<file path="src/rtl/load_use_interlock.sv">
// load_use_interlock: load-use stall/bubble controller with a 2-slot in-flight load scoreboard
`ifndef HBIT_SRC_GP
`define HBIT_SRC_GP 3
`endif
`ifndef HBIT_TGT_GP
`define HBIT_TGT_GP 3
`endif
`ifndef HBIT_SRC_SR
`define HBIT_SRC_SR 2
`endif
`ifndef HBIT_TGT_SR
`define HBIT_TGT_SR 2
`endif
module load_use_interlock #(
  parameter int CNT_W = 16
) (
  input  logic                  iw_clk,
  input  logic                  iw_rst,
  input  logic                  iw_id_valid,
  input  logic [`HBIT_SRC_GP:0] iw_id_src_gp,
  input  logic                  iw_id_src_gp_re,
  input  logic [`HBIT_TGT_GP:0] iw_id_tgt_gp,
  input  logic                  iw_id_tgt_gp_re,
  input  logic                  iw_id_tgt_gp_we,
  input  logic [`HBIT_SRC_SR:0] iw_id_src_sr,
  input  logic                  iw_id_src_sr_re,
  input  logic [`HBIT_TGT_SR:0] iw_id_tgt_sr,
  input  logic                  iw_id_tgt_sr_re,
  input  logic                  iw_id_tgt_sr_we,
  input  logic                  iw_id_is_load,
  input  logic                  iw_flush,
  input  logic                  iw_mem_busy,
  input  logic                  iw_stall_cnt_clr,
  output logic                  or_stall,
  output logic                  or_bubble,
  output logic [1:0]            or_hazard_slot,
  output logic [CNT_W-1:0]      or_stall_count
);
  logic [1:0]            s_valid;
  logic [1:0]            s_gp_we;
  logic [1:0]            s_sr_we;
  logic [`HBIT_TGT_GP:0] s_gp_idx [2];
  logic [`HBIT_TGT_SR:0] s_sr_idx [2];
  logic                  live;
  logic                  hazard;
  logic                  load_in;
  assign live    = iw_id_valid & ~iw_flush & ~iw_rst;
  assign hazard  = |or_hazard_slot;
  assign load_in = iw_id_valid & ~iw_flush & ~hazard & iw_id_is_load & (iw_id_tgt_gp_we | iw_id_tgt_sr_we);
  assign or_stall  = hazard | iw_mem_busy;
  assign or_bubble = hazard & ~iw_mem_busy;
  // per-slot match of every enabled ID read port against the load it tracks; GP and SR never cross
  always_comb begin
    or_hazard_slot = '0;
    for (int k = 0; k < 2; k++)
      or_hazard_slot[k] = live & s_valid[k] & (
          (iw_id_src_gp_re & s_gp_we[k] & (s_gp_idx[k] == iw_id_src_gp))
        | (iw_id_tgt_gp_re & s_gp_we[k] & (s_gp_idx[k] == iw_id_tgt_gp))
        | (iw_id_src_sr_re & s_sr_we[k] & (s_sr_idx[k] == iw_id_src_sr))
        | (iw_id_tgt_sr_re & s_sr_we[k] & (s_sr_idx[k] == iw_id_tgt_sr)));
  end
  // shift the load scoreboard one stage per non-frozen cycle; only issuing loads occupy exma
  always_ff @(posedge iw_clk) begin
    if (iw_rst) begin
      s_valid <= '0;
      s_gp_we <= '0;
      s_sr_we <= '0;
      for (int k = 0; k < 2; k++) begin
        s_gp_idx[k] <= '0;
        s_sr_idx[k] <= '0;
      end
    end else if (!iw_mem_busy) begin
      s_valid[1]  <= s_valid[0];
      s_gp_we[1]  <= s_gp_we[0];
      s_sr_we[1]  <= s_sr_we[0];
      s_gp_idx[1] <= s_gp_idx[0];
      s_sr_idx[1] <= s_sr_idx[0];
      s_valid[0]  <= load_in;
      s_gp_we[0]  <= load_in & iw_id_tgt_gp_we;
      s_sr_we[0]  <= load_in & iw_id_tgt_sr_we;
      s_gp_idx[0] <= load_in ? iw_id_tgt_gp : '0;
      s_sr_idx[0] <= load_in ? iw_id_tgt_sr : '0;
    end
  end
  // saturating count of bubble cycles; clear wins over increment
  always_ff @(posedge iw_clk) begin
    if (iw_rst || iw_stall_cnt_clr) or_stall_count <= '0;
    else if (or_bubble && !(&or_stall_count)) or_stall_count <= or_stall_count + CNT_W'(1);
  end
endmodule

</file>
<file path="config.mk">
export PLATFORM = sky130hd
export DESIGN_NAME = load_use_interlock
export DESIGN_NICKNAME = d
export VERILOG_FILES = /design/src/rtl/load_use_interlock.sv
export SDC_FILE = /design/constraint.sdc
export NUM_CORES = 1
export LEC_CHECK = 0
export CORE_ASPECT_RATIO = 0.5
export CORE_MARGIN = 2
export CORE_UTILIZATION = 56
export DETAILED_ROUTE_END_ITERATION = 8
export DONT_BUFFER_PORTS = 1
export GPL_TIMING_DRIVEN = 1
export HOLD_SLACK_MARGIN = 0.06
export PLACE_DENSITY = 0.71
export REMOVE_ABC_BUFFERS = 1
export SYNTH_ARGS = -nofsm -noshare
export SYNTH_HDL_FRONTEND = slang
export SYNTH_SLANG_ARGS = --single-unit
</file>
<file path="constraint.sdc">
create_clock -name iw_clk -period 2.4 [get_ports iw_clk]
set_input_delay 0.36 -clock iw_clk [delete_from_list [all_inputs] [get_ports iw_clk]]
set_output_delay 0.36 -clock iw_clk [all_outputs]
set_load 0.01 [all_outputs]
</file>
==> results of run 1 <==
==> state kept, by name (all words and copies together) (netlist names) <==
signal,count
s_gp_idx,8
or_stall_count,16
s_sr_we,2
s_sr_idx,6
s_valid,2
s_gp_we,2
==> synth_stat cells <==
library cell  count  share of area
a22o_1            2         0.0090
nor3_1            1         0.0026
buf_6             2          0.012
o211ai_1          2         0.0077
nor3_2            1         0.0052
nand2_1          14          0.027
a21o_1            1         0.0039
o21ai_0           6          0.015
and4bb_2          1         0.0065
nand2b_1          1         0.0032
o31ai_1           3          0.012
or2_2             1         0.0032
and2_1           15          0.048
o21ai_1           1         0.0026
nand3_1           9          0.023
edfxtp_1         14           0.22
nand4_4           1          0.011
mux2i_1           4          0.021
or4_1             5          0.019
nand3b_1          1         0.0039
xor2_1           17          0.077
inv_1             5         0.0097
or3_1             4          0.013
and4bb_1          1         0.0065
a21oi_1          10          0.026
ha_1              1         0.0065
dfxtp_1          22           0.23
and4_1            1         0.0045
nand4_1           9          0.029
and3_1            3         0.0097
nor4_1            4          0.013
nor2_1           15          0.029
nor2b_1           1         0.0032
clkbuf_1          3         0.0058
nand2_4           1         0.0058
xnor2_1          16          0.072
o22a_1            2         0.0090
==> stage by stage <==
stage / std cells / setup WS [ns] / hold WS, ns / util / total power, W
detailed placement: 241 / 0.1726 / 0.4352 / 0.5881 / 0.0007535
floorplan: 195 / 0.3776 / 0.4324 / - / 0.0007358
global placement: 241 / 0.2618 / 0.4332 / 0.5881 / 0.0007508
CTS: 249 / 0.1070 / 0.1312 / 0.6148 / 0.001191
finish: 249 / 0.1852 / 0.1340 / 0.6148 / 0.001187
global route: 249 / 0.03563 / 0.1246 / 0.6148 / 0.001227
==> final cells by class <==
| cell class | instances | share of cell area |
|---|---|---|
| well taps | 42 | 0.02530 |
| inverters | 5 | 0.009036 |
| multi-input cells | 154 | 0.4934 |
| flip-flops and latches | 36 | 0.4145 |
| repair buffers | 4 | 0.01446 |
| clock buffers | 8 | 0.04337 |
==> worst paths after layout <==
| kind | from | to | slack [ns] | cells past startpoint |
|---|---|---|---|---|
| setup reg to reg | or_stall_count[6]$_SDFFE_PP0P_ | or_stall_count[7]$_SDFFE_PP0P_ | 0.21 | 7 |
| setup / recovery | s_sr_idx[0][5]$_SDFFCE_PN0P_ | or_bubble | 0.19 | 5 |
| hold reg to reg | s_valid[0]$_SDFFE_PP0N_ | s_valid[0]$_SDFFE_PP0N_ | 0.49 | 1 |
| hold / removal | iw_rst | s_valid[1]$_SDFFE_PP0N_ | 0.13 | 1 |
==> power by group <==
part	switching (W)	internal (W)
clock	0.000212	0.000234
sequential	0.0000145	0.000650
combinational	0.0000363	0.0000393
total	0.000263	0.000924
==> metal layers <==
layer,track usage,share of wire,vias up,wire length (um)
met5,0,0,-,0
met3,0.07065,0.058,5,238
met1,0.2690,0.45,718,1848
met2,0.3603,0.48,27,1943
met4,0.08923,0.0096,0,39
li1,-,-,732,-
==> logic make-up after synthesis <==
kind of cell / Yosys count / share of synthesized area
XOR/XNOR: 33 / 0.1491
AO/OA/AOI/OAI: 27 / 0.08522
flip-flops: 36 / 0.4442
buffers and inverters: 10 / 0.02711
AND/OR/NAND/NOR: 89 / 0.2673
multiplexers: 4 / 0.02066
adder cells (fa/ha/maj): 1 / 0.006455
==> critical path: cells and delay by family (launching register included) <==
kind	cells	cell delay, ns
AO/OA/AOI/OAI	1	0.19
flip-flops	1	0.44
XOR/XNOR	1	0.18
AND/OR/NAND/NOR	3	0.77
==> results.md, run 1 <==
- CP max FO: 8
- Max Fclk: 451.5 MHz
- CTS tree: done
- CP endpoint kind: primary output
- DRC violations left: 0
- H-Tree Depth: 2
- Initial antenna violation count: 0
- Total Routing Usage GR: 0.2173
- Antenna diodes: 0
- Final min period: 2.215 ns
- Initial Util: 0.5737
- Post-DP Area: 1987 um^2
- Buffers from clock root to sink, at most: 2
- IO buf count: 0
- Pre-antenna DRT Iters: 4
- Min-delay worst type: input port to flip-flop
- Num ports: 47
- Cell Area, Synth: 1938 um^2
- Syn-to-layout area delta: 7.166%
- YS warnings: 0
- Clock-pin slew on the worst setup and hold paths: 0.07 ns
- Outcome: finished, final reports clean
- # Post-CTS Setup Buffers: 0
- Share of layout cells above drive strength 1: 0.07246
- Fin. Hold Viols: 0
- Worst slew margin: 0.6281
- # rows: 15
- Final net count: 234
- Vias per cell: 5.952
- Crit-path slowest cell: edfxtp_1
- Cts bufs inserted: 5
- Most frequent cells in the layout: 22 x dfxtp_1, 17 x xor2_1, 16 x xnor2_1
- GP Congestion: approximately 0.85
- First-pass GRT wire length: around 6.4 mm
- Commonest non-fill, non-tap cell in the layout: dfxtp_1
- Largest net degree at the start of global routing: 17
- Critical Path RT: roughly 2.0 ns
- Design area: between 2000 and 2500 um^2
- Total number of vias: between 1000 and 1500
- Multi-input gate area: 1025 um^2
- FF/Latch Area: roughly 860 um^2
- HPWL Detailed: 2.989 mm
- Final Skew: 0.009185 ns
- Clock sink total: 36
- Final antenna-violating net count: 0
- Setup violators final: 0
- Kind of critical path: flip-flop to primary output
- Synth Instances: 200
- Fillers: 305
- Die Area: around 4000 um^2
- Wire per inst: between 15 and 20 um
- Final max-slew violation count: 0
- Pwr Density: 571.5 nW/um^2
- Leakage: around 0.76 nW
- Library cells used by synthesis: 37
- Worst EP arrival: 1.85 ns
- VDD IR-drop max: about 0.25 mV
- DR iter-0 viols: 49
- Final WL: between 4 and 5 mm
- #FFs+latches synth: 36
- Average size of a mapped cell: 9.691 um^2
- CTS Hold Bufs: 0
- Worst-Margin Slew: between 0.5 and 0.6 ns
- Gr ovfl total: 0
- Vias in the first global route: 1447
- Worst path cell trace: xor2_1 -> nor4_1 -> o21ai_1 -> nand4_4 -> and2_1
- CP peak stage delay: 0.44 ns
- Resized Gates After CTS: 0
- # Max-Cap Violations: 0
- Total Neg Setup Slack: 0 ns
- Sequential element share of the synthesized area: 0.4442
- Startpoint types: flip-flop
- RSZ-0062 raised after global routing: no
- Core Area: about 3400 um^2
- Fin crit share: 0.9228
- Die Span X: 87.20 um
- CTS root buf: clkbuf_8
- Clock Latency Late Sink: 0.29 ns
- Die H: 45.60 um
Note: power is estimated with default switching activity, not from simulation.
==> inputs of run 2 (changes only) <==
--- a/config.mk
+++ b/config.mk
@@ -6,8 +6,9 @@
 export NUM_CORES = 1
 export LEC_CHECK = 0
 export CORE_ASPECT_RATIO = 0.5
-export CORE_MARGIN = 2
+export CORE_MARGIN = 3
 export CORE_UTILIZATION = 56
+export CTS_CLUSTER_DIAMETER = 80
 export DETAILED_ROUTE_END_ITERATION = 8
 export DONT_BUFFER_PORTS = 1
 export GPL_TIMING_DRIVEN = 1
==> results.md, run 2 (synthesis results as in run 1) <==
- Final max-slew violation count: 0 (unchanged)
- Fin crit share: 0.9383 (was 0.9228)
- Leakage: 0.7644 nW (was 0.7590 nW)
- Initial Util: 0.6147 (was 0.5737)
- Fin. Hold Viols: 0 (unchanged)
- DRC violations left: 0 (unchanged)
- Top flop regs: or_stall_count x16, s_gp_idx x8, s_sr_idx x6 (unchanged)
- Clock Latency Late Sink: 0.29 ns (about the same)
- Wire per inst: 16.22 um (was 16.34 um)
- Syn-to-layout area delta: 7.166% (unchanged)
- Total Routing Usage GR: 0.1914 (was 0.2173)
- Core Area: 3153 um^2 (was 3378 um^2)
- Post-Place Cells: 239 (was 241)
- HPWL Detailed: 3.070 mm (was 2.989 mm)
- Final Skew: 0.009383 ns (was 0.009185 ns)
- # Max-Cap Violations: 0 (unchanged)
- Antenna diodes: 0 (unchanged)
- Num ports: 47 (unchanged)
- Startpoint types: flip-flop (unchanged)
- Total number of vias: 1481 (was 1482)
- RSZ-0062 raised after global routing: no (unchanged)
- Kind of critical path: flip-flop to primary output (unchanged)
- CTS Hold Bufs: 0 (unchanged)
- Multi-input gate area: 1025 um^2 (unchanged)
- First-pass GRT wire length: 6.044 mm (was 6.423 mm)
- Max Fclk: 444.1 MHz (was 451.5 MHz)
- Int Pwr: 0.0009184 W (was 0.0009238 W)
- Pre-antenna DRT Iters: 4 (unchanged)
- Sw Ratio: 0.2228 (was 0.2218)
- CP max FO: 8 (unchanged)
- Post-Place Setup Slack: 0.2216 ns (was 0.1726 ns)
- VDD IR-drop max: 0.3871 mV (was 0.2535 mV)
- Buffers from clock root to sink, at most: 2 (unchanged)
- DR iter-0 viols: 45 (was 49)
- Share of layout cells above drive strength 1: 0.08213 (was 0.07246)
- Max reg flops: 16 (unchanged)
- Clock sink total: 36 (unchanged)
- Power share of the clock group: 0.375 (was 0.376)
- Initial antenna violation count: 0 (unchanged)
- Most frequent cells in the layout: 22 x dfxtp_1, 17 x xor2_1, 16 x xnor2_1 (unchanged)
- Outcome: finished, final reports clean (unchanged)
- Setup violators final: 0 (unchanged)
- GP Congestion: 0.8320 (was 0.8460)
- Die H: 47.60 um (was 45.60 um)
- Register share of total power: 0.562 (was 0.560)
- H-Tree Depth: 2 (unchanged)
- # Post-CTS Setup Buffers: 0 (unchanged)
- Largest net degree at the start of global routing: 17 (unchanged)
- Final net count: 234 (unchanged)
- Fillers: 257 (was 305)
- Largest reg by FF count: or_stall_count (unchanged)
- IO buf count: 0 (unchanged)
- CTS tree: done (unchanged)
- Die Area: 4246 um^2 (was 3976 um^2)
- Worst-Margin Slew: 0.5550 ns (was 0.5573 ns)
- Comb power frac: 0.063 (was 0.064)
- Final WS setup: 0.1480 ns (was 0.1852 ns)
- Final min period: 2.252 ns (was 2.215 ns)
- Post-Layout Cell Count: 247 (was 249)
- Final antenna-violating net count: 0 (unchanged)
- Design area: 2077 um^2 (unchanged)
- CP endpoint kind: primary output (unchanged)
- Vias per cell: 5.996 (was 5.952)
- Post-DP Area: 1984 um^2 (was 1987 um^2)
- Total Neg Setup Slack: 0 ns (unchanged)
- Vias in the first global route: 1410 (was 1447)
- Critical Path RT: 2.04 ns (about the same)
- CTS root buf: clkbuf_8 (unchanged)
- Clock-pin slew on the worst setup and hold paths: 0.07 ns (about the same)
- Commonest non-fill, non-tap cell in the layout: dfxtp_1 (unchanged)
- Gr ovfl total: 0 (unchanged)
- Switch Pwr: 0.0002633 W (about the same)
- Worst EP arrival: 1.89 ns (was 1.85 ns)
- # rows: 14 (was 15)
- Min-delay worst type: input port to flip-flop (unchanged)
- Die Span X: 89.20 um (was 87.20 um)
- Resized Gates After CTS: 0 (unchanged)
- Pwr Density: 568.9 nW/um^2 (was 571.5 nW/um^2)
- FF/Latch Area: 860.8 um^2 (unchanged)
- Cts bufs inserted: 5 (unchanged)
- Final WL: 4.006 mm (was 4.069 mm)
- Worst slew margin: 0.6296 (was 0.6281)
==> run 2: worst max-delay path: stages, from the launching register on <==
cell and delay, ns:
edfxtp_1 0.43, xor2_1 0.19, nor4_1 0.36, o21ai_1 0.19
nand4_4 0.18, and2_1 0.25
==> run 2: area by class of cell <==
cell class | instances | share of cell area
Clock buffer | 6 | 0.03976
Clock inverter | 2 | 0.004819
Inverter | 5 | 0.009036
Multi-Input combinational cell | 154 | 0.4934
Sequential cell | 36 | 0.4145
Tap cell | 40 | 0.02410
Timing Repair Buffer | 4 | 0.01446
==> run 2: final timing paths <==
| check | start | endpoint | slack [ns] | depth (start not counted) |
|---|---|---|---|---|
| min reg2reg | s_valid[1]$_SDFFE_PP0N_ | s_valid[1]$_SDFFE_PP0N_ | 0.50 | 2 |
| min | iw_rst | s_valid[1]$_SDFFE_PP0N_ | 0.14 | 1 |
| max | s_sr_idx[0][2]$_SDFFCE_PN0P_ | or_bubble | 0.15 | 5 |
| max reg2reg | s_sr_idx[0][2]$_SDFFCE_PN0P_ | or_stall_count[15]$_SDFFE_PP0P_ | 0.17 | 7 |
==> run 2: metrics by stage <==
step / total power (W) / util / hold WS [ns]
2_1_floorplan: 0.0007358 / - / 0.4324
3_3_place_gp: 0.0007516 / 0.6294 / 0.4337
3_5_place_dp: 0.0007526 / 0.6294 / 0.4362
4_1_cts: 0.001191 / 0.6587 / 0.1301
5_1_grt: 0.001222 / 0.6587 / 0.1313
6_report: 0.001182 / 0.6587 / 0.1384
==> run 2: power groups by stage <==
stage                     clock, W  combinational [W]  sequential (W)
after global placement           0          0.0000741        0.000678
after floorplan                  0          0.0000606        0.000675
after global routing      0.000473          0.0000827        0.000666
after CTS                 0.000451          0.0000750        0.000665
after detailed placement         0          0.0000742        0.000678
final                     0.000443          0.0000741        0.000664
==> run 2: metal layers <==
metal	global-route usage	wire, um	up-vias	part of all wire
li1	-	-	727	-
met1	0.2317	1777	709	0.44
met2	0.3250	1907	36	0.48
met3	0.06873	251	9	0.063
met4	0.06825	69	0	0.017
met5	0	0	-	0
==> patch: new RTL, config.mk and constraints of run 1 <==
The macro `HBIT_TGT_GP` goes from 3 to 2.
--- a/src/rtl/load_use_interlock.sv
+++ b/src/rtl/load_use_interlock.sv
@@ -3,7 +3,7 @@
 `define HBIT_SRC_GP 3
 `endif
 `ifndef HBIT_TGT_GP
-`define HBIT_TGT_GP 3
+`define HBIT_TGT_GP 2
 `endif
 `ifndef HBIT_SRC_SR
 `define HBIT_SRC_SR 2
Ports: changed (resized iw_id_tgt_gp); port bits go from 47 to 46. The function was not compared with the original's and may differ.
==> patch against run 1 <==
Core utilization grew 8.1 points; clock skew shrank 4.3 ps; area after synthesis grew 12%; count of clock-buffer cells in the layout shrank 2; power shrank 3.0%; cell area grew 19%; global-route usage grew 2.3 points; cell count grew 15%; routed wire length grew 25%; first-iteration DRC count grew 33%; setup slack lost 86 ps; sequential power shrank 6.0%; combinational power grew 25%; critical path type unchanged; sequential cell count shrank 2; critical endpoint is now or_stall.
==> patch: results (changes against run 1) <==
stage,metric,value,unit,change
status,status,completed,,
detailed_routing,DRT iter0 DRCs,65,,+33%
synth,Synth top cells by count,"nand2_1 (29), xor2_1 (24), dfxtp_1 (22), mux2i_1 (16), nor2_1 (16)",,
finish,Final nets,261,,+12%
detailed_routing,M1 wire length,2280,µm,+24%
detailed_routing,wire length on met3,315,µm,+32%
synth,Area contributors post-synth,"dfxtp_1 (20%), edfxtp_1 (17%), xor2_1 (9.7%), mux2i_1 (7.4%), nand2_1 (5.0%)",,
global_routing,met2 GRT Util,41.5,%,+5.4 points
setup_path,Critical R2R Launch,s_gp_idx[0][5],,
global_routing,largest net degree at the start of global routing,22,,+5
detailed_routing,DR WL met2,2400,µm,+24%
sta,Setup Skew,4.84,ps,-4.35 ps
placed_design,pre-CTS setup slack,59.2,ps,-113 ps
clocking,CTS resizes,10,,+10
synth,Post-synth EDFFs,12,,-2
placed_design,DP Cell Count,274,,+14%
sta,crit path time final,2300,ps,+86.0 ps
setup_path,Critical Path Fanout Max,4,,-4
finish,share of cells above drive strength 1,16.6,%,+9.3 points
placed_design,DP HPWL,3570,µm,+20%
clocking,# H-tree levels,2,,unchanged
synth,Mapped Cells,224,,+12%
setup_path,critical path arrival,1940,ps,+90 ps
placed_design,DP Area,2270,µm²,+14%
setup_path,worst setup path end,or_stall,,
synth,synth unique cells,42,,+14%
global_routing,Global Route Usage Sum,24.0,%,+2.3 points
placed_design,GPL Wtd Cong,0.838,,-0.92%
global_routing,GR Util met1,29.9,%,+3.0 points
setup_path,CP Launch Point,s_gp_idx[0][2],,
finish,Fillers,280,,-8.2%
sta,Max-slew headroom,42.0,%,-21 points
setup_path,Critical Path Slowest Stage Cell,o41a_1,,
setup_path,R2R setup slack,190,ps,-20 ps
detailed_routing,drt total wl,5090,µm,+25%
clocking,clock slew at reported path FFs,70,ps,about the same
sta,WHS,135,ps,+1.43 ps
setup_path,r2r endpoint,or_stall_count[8],,
finish,Post-Layout Cell Count,286,,+15%
setup_path,worst stage delay on the critical path,480,ps,+40 ps
clocking,setup bufs post-CTS,2,,+2
pwr,worst vdd rail ir drop,245,µV,-3.4%
global_routing,met3 Use GR,6.93,%,-0.14 points
setup_path,R2R cell count,6,,-1
placed_design,I/O Buffers,0,,unchanged
clocking,later-pin clock latency in the skew report,290,ps,about the same
detailed_routing,vias after detailed routing,1718,,+16%
global_routing,global-route wire length before repair,7880,µm,+23%
global_routing,vias in the first global route,1610,,+11%
synth,sequential-to-total area share from yosys stat,37.0,%,-7.5 points
clocking,Num CTS Buffers,5,,unchanged
synth,post-synth top area share,20.3,%,-2.4 points
finish,Regs by FF count,"or_stall_count (16), s_gp_idx (6), s_sr_idx (6)",,
pwr,leakage,0.846,nW,+11%
-- patch: kinds of logic (layout without fill, tap and decap cells) --
group	count (synthesis)	in the layout	share of synthesized area [%]
simple gates	100	100	26.3
flops	34	34	37.0
compound gates	33	33	15.8
xor+xnor	24	24	9.70
mux	16	16	7.39
buf+inv	16	27	3.35
fa+ha+maj	1	1	0.577
-- patch: report_power, final --
part	leakage (nW)	internal, mW	switching (mW)
clock network	0.0463	0.226	0.207
registers	0.309	0.610	0.0146
logic	0.491	0.0387	0.0557
-- patch: area by class of cell --
class                   instances  area (µm²)  area share [%]
flip-flops and latches         34         801            32.3
repair buffers                 11         108            4.34
clock buffers                   6        82.6            3.33
clock inverters                 2        7.51           0.303
inverters                       8        30.0            1.21
multi-input cells             174        1390            56.0
well taps                      51        63.8            2.57
-- patch: critical path: cells and delay by family (launching register included) --
family	cells	cell delay (ps)
AND/OR/NAND/NOR	2	320
flip-flops	1	430
AO/OA/AOI/OAI	2	620
XOR/XNOR	1	280
